**config.mk**
```make
export PLATFORM = sky130hd
export DESIGN_NAME = pwm_multichannel
export DESIGN_NICKNAME = d
export VERILOG_FILES = /design/src/rtl/pwm_multichannel.sv
export SDC_FILE = /design/constraint.sdc
export NUM_CORES = 1
export LEC_CHECK = 0
export ABC_AREA = 0
export CAP_MARGIN = 20
export CORE_MARGIN = 4
export CORE_UTILIZATION = 40
export DETAILED_ROUTE_END_ITERATION = 7
export GPL_TIMING_DRIVEN = 0
export PLACE_DENSITY = 0.7
export SLEW_MARGIN = 10
export SYNTH_ARGS = -nofsm -noshare
export SYNTH_HDL_FRONTEND = slang
export SYNTH_SLANG_ARGS = --single-unit
```
**constraint.sdc**
```tcl
create_clock -name clk -period 3.2 [get_ports clk]
set_input_delay 0.64 -clock clk [delete_from_list [all_inputs] [get_ports clk]]
set_output_delay 0.64 -clock clk [all_outputs]
set_load 0.005 [all_outputs]
```
**src/rtl/pwm_multichannel.sv**
```systemverilog
`default_nettype none
// ============================================================================
//  Module   : pwm_multichannel
//  Brief    : Shared prescaler/period counter driving NUM_CH double-buffered
//             PWM channels, edge- or center-aligned.
//  Revision : 1.0 - initial release
// ============================================================================
module pwm_multichannel #(
    parameter int  NUM_CH  = 16,
    parameter int  CNT_W   = 8,
    parameter int  PRESC_W = 11,
    localparam int CH_W    = $clog2(NUM_CH)
) (
    input  logic               clk,
    input  logic               rst,
    input  logic [PRESC_W-1:0] prescale,
    input  logic [CNT_W-1:0]   period,
    input  logic               center_mode,
    input  logic [NUM_CH-1:0]  en_out,
    input  logic [NUM_CH-1:0]  en_pwm,
    input  logic [NUM_CH-1:0]  polarity,
    input  logic               duty_wr,
    input  logic [CH_W-1:0]    duty_ch,
    input  logic [CNT_W-1:0]   duty_data,
    output logic [NUM_CH-1:0]  out,
    output logic               period_tick
);

    localparam logic [0:0] c_DIR_UP   = 1'b0;
    localparam logic [0:0] c_DIR_DOWN = 1'b1;

    logic [PRESC_W-1:0] r_presc_cnt;
    logic [CNT_W-1:0]   r_cnt;
    logic [0:0]         r_dir;
    logic               r_mode_active;
    logic               r_period_tick;

    logic               w_tick;
    logic               w_boundary;
    logic [CNT_W-1:0]   w_top;
    logic [CNT_W-1:0]   w_cnt_next;
    logic [0:0]         w_dir_next;

    // >= rather than == so a live decrease of prescale wraps immediately
    assign w_tick = (r_presc_cnt >= prescale);
    assign w_top  = period - CNT_W'(1);

    always_comb begin
        w_boundary = 1'b0;
        w_cnt_next = r_cnt;
        w_dir_next = r_dir;
        if (w_tick) begin
            if (!r_mode_active) begin
                if (r_cnt >= period) begin
                    w_boundary = 1'b1;
                end else begin
                    w_cnt_next = r_cnt + CNT_W'(1);
                end
            end else if (period == '0) begin
                // Degenerate center span: every tick closes a period
                w_boundary = 1'b1;
            end else if (r_dir == c_DIR_UP) begin
                if (r_cnt >= w_top) begin
                    w_dir_next = c_DIR_DOWN;
                end else begin
                    w_cnt_next = r_cnt + CNT_W'(1);
                end
            end else begin
                if (r_cnt == '0) begin
                    w_boundary = 1'b1;
                end else begin
                    w_cnt_next = r_cnt - CNT_W'(1);
                end
            end
            if (w_boundary) begin
                w_cnt_next = '0;
                w_dir_next = c_DIR_UP;
            end
        end
    end

    always_ff @(posedge clk) begin
        if (rst) begin
            r_presc_cnt   <= '0;
            r_cnt         <= '0;
            r_dir         <= c_DIR_UP;
            r_mode_active <= 1'b0;
            r_period_tick <= 1'b0;
        end else begin
            r_presc_cnt   <= w_tick ? '0 : r_presc_cnt + PRESC_W'(1);
            r_cnt         <= w_cnt_next;
            r_dir         <= w_dir_next;
            r_period_tick <= w_boundary;
            if (w_boundary) begin
                r_mode_active <= center_mode;
            end
        end
    end

    assign period_tick = r_period_tick;

    for (genvar i = 0; i < NUM_CH; i++) begin : g_ch
        logic [CNT_W-1:0] r_shadow;
        logic [CNT_W-1:0] r_active;
        logic             r_out;
        logic             w_lvl;

        assign w_lvl = en_pwm[i] ? (r_cnt < r_active) : 1'b1;

        // Out-of-range channel indices never match any channel, so they are dropped
        always_ff @(posedge clk) begin
            if (rst) begin
                r_shadow <= '0;
                r_active <= '0;
                r_out    <= 1'b0;
            end else begin
                if (w_boundary) begin
                    r_active <= r_shadow;
                end
                if (duty_wr && (duty_ch == CH_W'(i))) begin
                    r_shadow <= duty_data;
                end
                r_out <= en_out[i] & (w_lvl ^ polarity[i]);
            end
        end

        assign out[i] = r_out;
    end

endmodule
`default_nettype wire

```
==> impl_results.html <==
<table>
<tr><th>Metric</th><th>Value</th></tr>
<tr><th colspan="2">Outcome</th></tr>
<tr><td>Outcome</td><td>complete, no violations</td></tr>
<tr><th colspan="2">Global route</th></tr>
<tr><td>Number of global-route vias before repair</td><td>10900</td></tr>
<tr><td>Initial antenna violation count</td><td>3</td></tr>
<tr><td>Wire length of the first global-routing pass</td><td>58600 um</td></tr>
<tr><td>All-Layer GR Usage</td><td>0.190</td></tr>
<tr><td>Remaining global-route overflow</td><td>0</td></tr>
<tr><td>Largest net degree at the start of global routing</td><td>27</td></tr>
<tr><th colspan="2">Setup path</th></tr>
<tr><td>Crit-path max cell delay</td><td>0.87 ns</td></tr>
<tr><td>Data required, critical path</td><td>3.65 ns</td></tr>
<tr><td>WP buf/inv</td><td>2</td></tr>
<tr><td>CP Data Arrival Time</td><td>3.52 ns</td></tr>
<tr><td>Setup crit start</td><td>r_cnt[2]</td></tr>
<tr><td>Kind of end point of the critical path</td><td>flop</td></tr>
<tr><td>Critical setup path kind</td><td>flop to flop</td></tr>
<tr><td>Largest delay contributor family on the critical path</td><td>flip-flops</td></tr>
<tr><td>Critical Path Slowest Stage Cell</td><td>dfxtp_2</td></tr>
<tr><td>Critical R2R Launch</td><td>r_cnt[2]</td></tr>
<tr><td>Worst Path Max Fanout</td><td>26</td></tr>
<tr><td>Type of element launching the critical path</td><td>flop</td></tr>
<tr><td>CP cell instances</td><td>ha_1 -&gt; o21a_1 -&gt; nor2_1 -&gt; o31a_2 -&gt; nor4_2 -&gt; buf_2 -&gt; buf_2 -&gt; a22o_1</td></tr>
<tr><td>Reg-to-reg setup timing slack</td><td>0.14 ns</td></tr>
<tr><td>Total stage count of the critical path</td><td>8</td></tr>
<tr><td>CP most frequent cell</td><td>buf_2</td></tr>
<tr><td>Worst R2R Path Depth</td><td>8</td></tr>
<tr><th colspan="2">Timing</th></tr>
<tr><td>Setup slack of the critical path after layout</td><td>0.137 ns</td></tr>
<tr><td>Unrepaired setup endpoints after global routing</td><td>false</td></tr>
<tr><td>FMAX</td><td>327 MHz</td></tr>
<tr><td>Period minus WS final</td><td>3.06 ns</td></tr>
<tr><td>Slew at the pin with the worst max-slew slack</td><td>1.08 ns</td></tr>
<tr><td>Number of endpoints with negative hold slack in the final report</td><td>0</td></tr>
<tr><td>Setup skew after layout</td><td>0.0204 ns</td></tr>
<tr><td>Worst slew slack as a fraction of its limit</td><td>0.278</td></tr>
<tr><td>Final Setup Violations</td><td>0</td></tr>
<tr><td>Final slew viol count</td><td>0</td></tr>
<tr><td>Final critical-path share of the clock period</td><td>0.957</td></tr>
<tr><th colspan="2">Finish</th></tr>
<tr><td>Fillers</td><td>3180</td></tr>
<tr><td>Area taken by flip-flops and latches</td><td>5900 um^2</td></tr>
<tr><td>Multi-input logic area</td><td>7270 um^2</td></tr>
<tr><td>Area delta synth-&gt;final</td><td>20.3%</td></tr>
<tr><td>Total Nets Final</td><td>1788</td></tr>
<tr><td>Final core occ</td><td>0.488</td></tr>
<tr><td>Count of inserted antenna diode cells</td><td>0</td></tr>
<tr><td>Share of post-route cells with drive strength above 1</td><td>0.0796</td></tr>
<tr><th colspan="2">Clocking</th></tr>
<tr><td>Cts bufs inserted</td><td>34</td></tr>
<tr><td>Hold Buf Count CTS</td><td>0</td></tr>
<tr><td>Number of sinks driven by the clock tree</td><td>294</td></tr>
<tr><td>Number of buffers between clock root and the deepest sink</td><td>3</td></tr>
<tr><td>Latest clock arrival within the worst-skew pair</td><td>0.52 ns</td></tr>
<tr><td>TritonCTS clock tree</td><td>done</td></tr>
<tr><td>Number of post-CTS setup repair buffers</td><td>0</td></tr>
<tr><td>Cell chosen for the clock root</td><td>clkbuf_16</td></tr>
<tr><td>Clock transition at the registers of the reported paths</td><td>0.06 ns</td></tr>
<tr><td>Total number of H-tree levels</td><td>2</td></tr>
<tr><th colspan="2">Floorplanning</th></tr>
<tr><td>Std cell rows</td><td>68</td></tr>
<tr><td>Chip height</td><td>195 um</td></tr>
<tr><td>Total core area</td><td>34500 um^2</td></tr>
<tr><td>Boundary Pins</td><td>100</td></tr>
<tr><td>Starting density of the core</td><td>0.406</td></tr>
<tr><td>Die boundary width</td><td>195 um</td></tr>
<tr><td>Die Area</td><td>38100 um^2</td></tr>
<tr><th colspan="2">Logic synthesis</th></tr>
<tr><td>EDFF count, synth</td><td>0</td></tr>
<tr><td>YS warnings</td><td>0</td></tr>
<tr><td>Post-synth top area share</td><td>0.420</td></tr>
<tr><td>Post-synthesis cell type with the largest combined area</td><td>dfxtp_1</td></tr>
<tr><td>Average cell area after synthesis</td><td>9.85 um^2</td></tr>
<tr><td>Top area cells in the synthesized netlist</td><td>dfxtp_1 42%, ha_1 13%, mux2i_1 10%</td></tr>
<tr><td>Synthesized Nets</td><td>1650</td></tr>
<tr><td>Leading post-synthesis cells by instance count</td><td>294 x dfxtp_1, 157 x nor2_1, 144 x ha_1</td></tr>
<tr><td>Total standard cell area after synthesis</td><td>14000 um^2</td></tr>
<tr><td>Leading cell type by number of instances after synthesis</td><td>dfxtp_1</td></tr>
<tr><td>Fraction of registers with async set or reset after synthesis</td><td>0</td></tr>
<tr><td>Sequential share of the synthesized area</td><td>0.420</td></tr>
<tr><td>Dominant synthesized flop cell</td><td>dfxtp_1</td></tr>
<tr><td>Synth cell types</td><td>55</td></tr>
<tr><td>Number of synthesized register bits</td><td>294</td></tr>
<tr><td>Mapped Cells</td><td>1423</td></tr>
<tr><th colspan="2">Routing</th></tr>
<tr><td>Pre-antenna DRT Iters</td><td>5</td></tr>
<tr><td>Antenna viol nets, final</td><td>0</td></tr>
<tr><td>Final wirelength</td><td>37000 um</td></tr>
<tr><td>Drt first-iter violations</td><td>709</td></tr>
<tr><td>Residual DRC count</td><td>0</td></tr>
<tr><td>Detailed-route via count</td><td>10900</td></tr>
<tr><td>Detailed-route wire length per cell</td><td>18.1 um</td></tr>
<tr><td>Number of vias per cell after detailed routing</td><td>5.36</td></tr>
<tr><th colspan="2">Min path</th></tr>
<tr><td>Worst hold start</td><td>g_ch[10].r_shadow[1]</td></tr>
<tr><td>Cells on Worst Hold Path</td><td>1</td></tr>
<tr><td>Worst min-delay path category</td><td>flop to flop</td></tr>
<tr><th colspan="2">Pwr</th></tr>
<tr><td>Power Density</td><td>479 nW/um^2</td></tr>
<tr><td>Cell leakage power</td><td>6.95 nW</td></tr>
<tr><td>Peak supply drop</td><td>322 uV</td></tr>
<tr><th colspan="2">Place</th></tr>
<tr><td>Gpl congestion</td><td>0.844</td></tr>
<tr><td>Number of I/O port buffers</td><td>98</td></tr>
<tr><td>HPWL after DPL</td><td>25200 um</td></tr>
<tr><td>Setup Slack @ Placement</td><td>-0.910 ns</td></tr>
<tr><th colspan="2">Run</th></tr>
<tr><td>Reported max-cap violation count</td><td>0</td></tr>
</table>
## cell families (layout without fill, tap and decap cells)
| family | count (synthesis) | count (layout) | share of synthesized area |
|---|---|---|---|
| simple gates | 319 | 319 | 0.113 |
| flops | 294 | 294 | 0.420 |
| compound gates | 291 | 291 | 0.162 |
| buf+inv | 217 | 377 | 0.0654 |
| fa+ha+maj | 144 | 144 | 0.129 |
| mux | 143 | 143 | 0.102 |
| xor+xnor | 15 | 15 | 0.00938 |
## sequential cells by signal, summed over array words and instances (netlist names)
| name | flops |
|---|---|
| r_presc_cnt | 11 |
| g_ch.r_active | 128 |
| g_ch.r_shadow | 128 |
| g_ch.r_out | 16 |
| r_cnt | 8 |
| r_dir | 1 |
| period_tick | 1 |
| r_mode_active | 1 |
## through the flow
stage,TNS (ns),cells,cell area (um^2),hold slack [ns],power (W)
3_5_place_dp,-64.89,1980,15700,0.454,0.00426
6_report,0,2038,16900,0.471,0.00808
3_3_place_gp,-79.62,1976,15600,0.455,0.00424
2_1_floorplan,0,1423,14000,0.441,0.00401
4_1_cts,0,2038,16800,0.473,0.00813
5_1_grt,0,2038,16900,0.487,0.00835
## worst register-to-register path: stages (launching register included)
cell and delay (ns):
dfxtp_2 0.87, ha_1 0.37, o21a_1 0.14, nor2_1 0.05, o31a_2 0.34, nor4_2 0.36, buf_2 0.35, buf_2 0.34
a22o_1 0.19
## worst paths after layout
kind	to
min reg2reg	g_ch[10].r_active[1]
min	g_ch[10].r_active[1]
max	g_ch[1].r_active[7]
max reg2reg	g_ch[1].r_active[7]
## what timing repair did
action / in CTS / in global routing
resized for setup: 5 / 8
pin swaps: 0 / 1
cloned: 0 / 0
endpoints found under the setup margin: 127 / 123
## routing by layer
layer	vias up	track usage	share of wire
met3	81	0.0350	0.047
met4	6	0.0631	0.031
li1	5319	-	-
met5	-	0	0.00076
met1	5271	0.253	0.46
met2	238	0.313	0.46
## final cells by class
| type | instances | share of cell area |
|---|---|---|
| buffer | 81 | 0.0244 |
| multi-input combinational | 912 | 0.432 |
| inverter | 136 | 0.0303 |
| timing repair buffer | 102 | 0.0628 |
| sequential | 294 | 0.350 |
| clock inverter | 15 | 0.0102 |
| tap | 455 | 0.0338 |
| clock buffer | 43 | 0.0567 |
## power by group
part / internal (W) / switching [W]
registers: 0.00369 / 0.0000182
logic: 0.000216 / 0.000253
clock network: 0.00230 / 0.00160
## cell usage in the layout, fill, tap and decap left out, types with 4 or more instances in the layout
master             n
xor2_1             6
dfxtp_1          287
buf_4             16
a22o_1           143
clkbuf_8           5
dfxtp_2            4
nor3_1             4
nand4_1            6
nor3b_1            6
a21o_1            56
or3_1              5
a21oi_1           26
a32o_1             5
nand3_1           41
nand3b_1          17
xnor2_1            9
clkbuf_1          38
o21ai_0           41
ha_1             144
clkdlybuf4s50_1   98
and4_1             4
mux2i_1          143
and3_1            20
clkbuf_16         35
or4_1              4
nand2b_1          21
nor2_1           157
inv_1            135
buf_2             25
nand2_1           16
clkinv_2           4
nor2b_1            5
(Power assumes the default switching activity.)
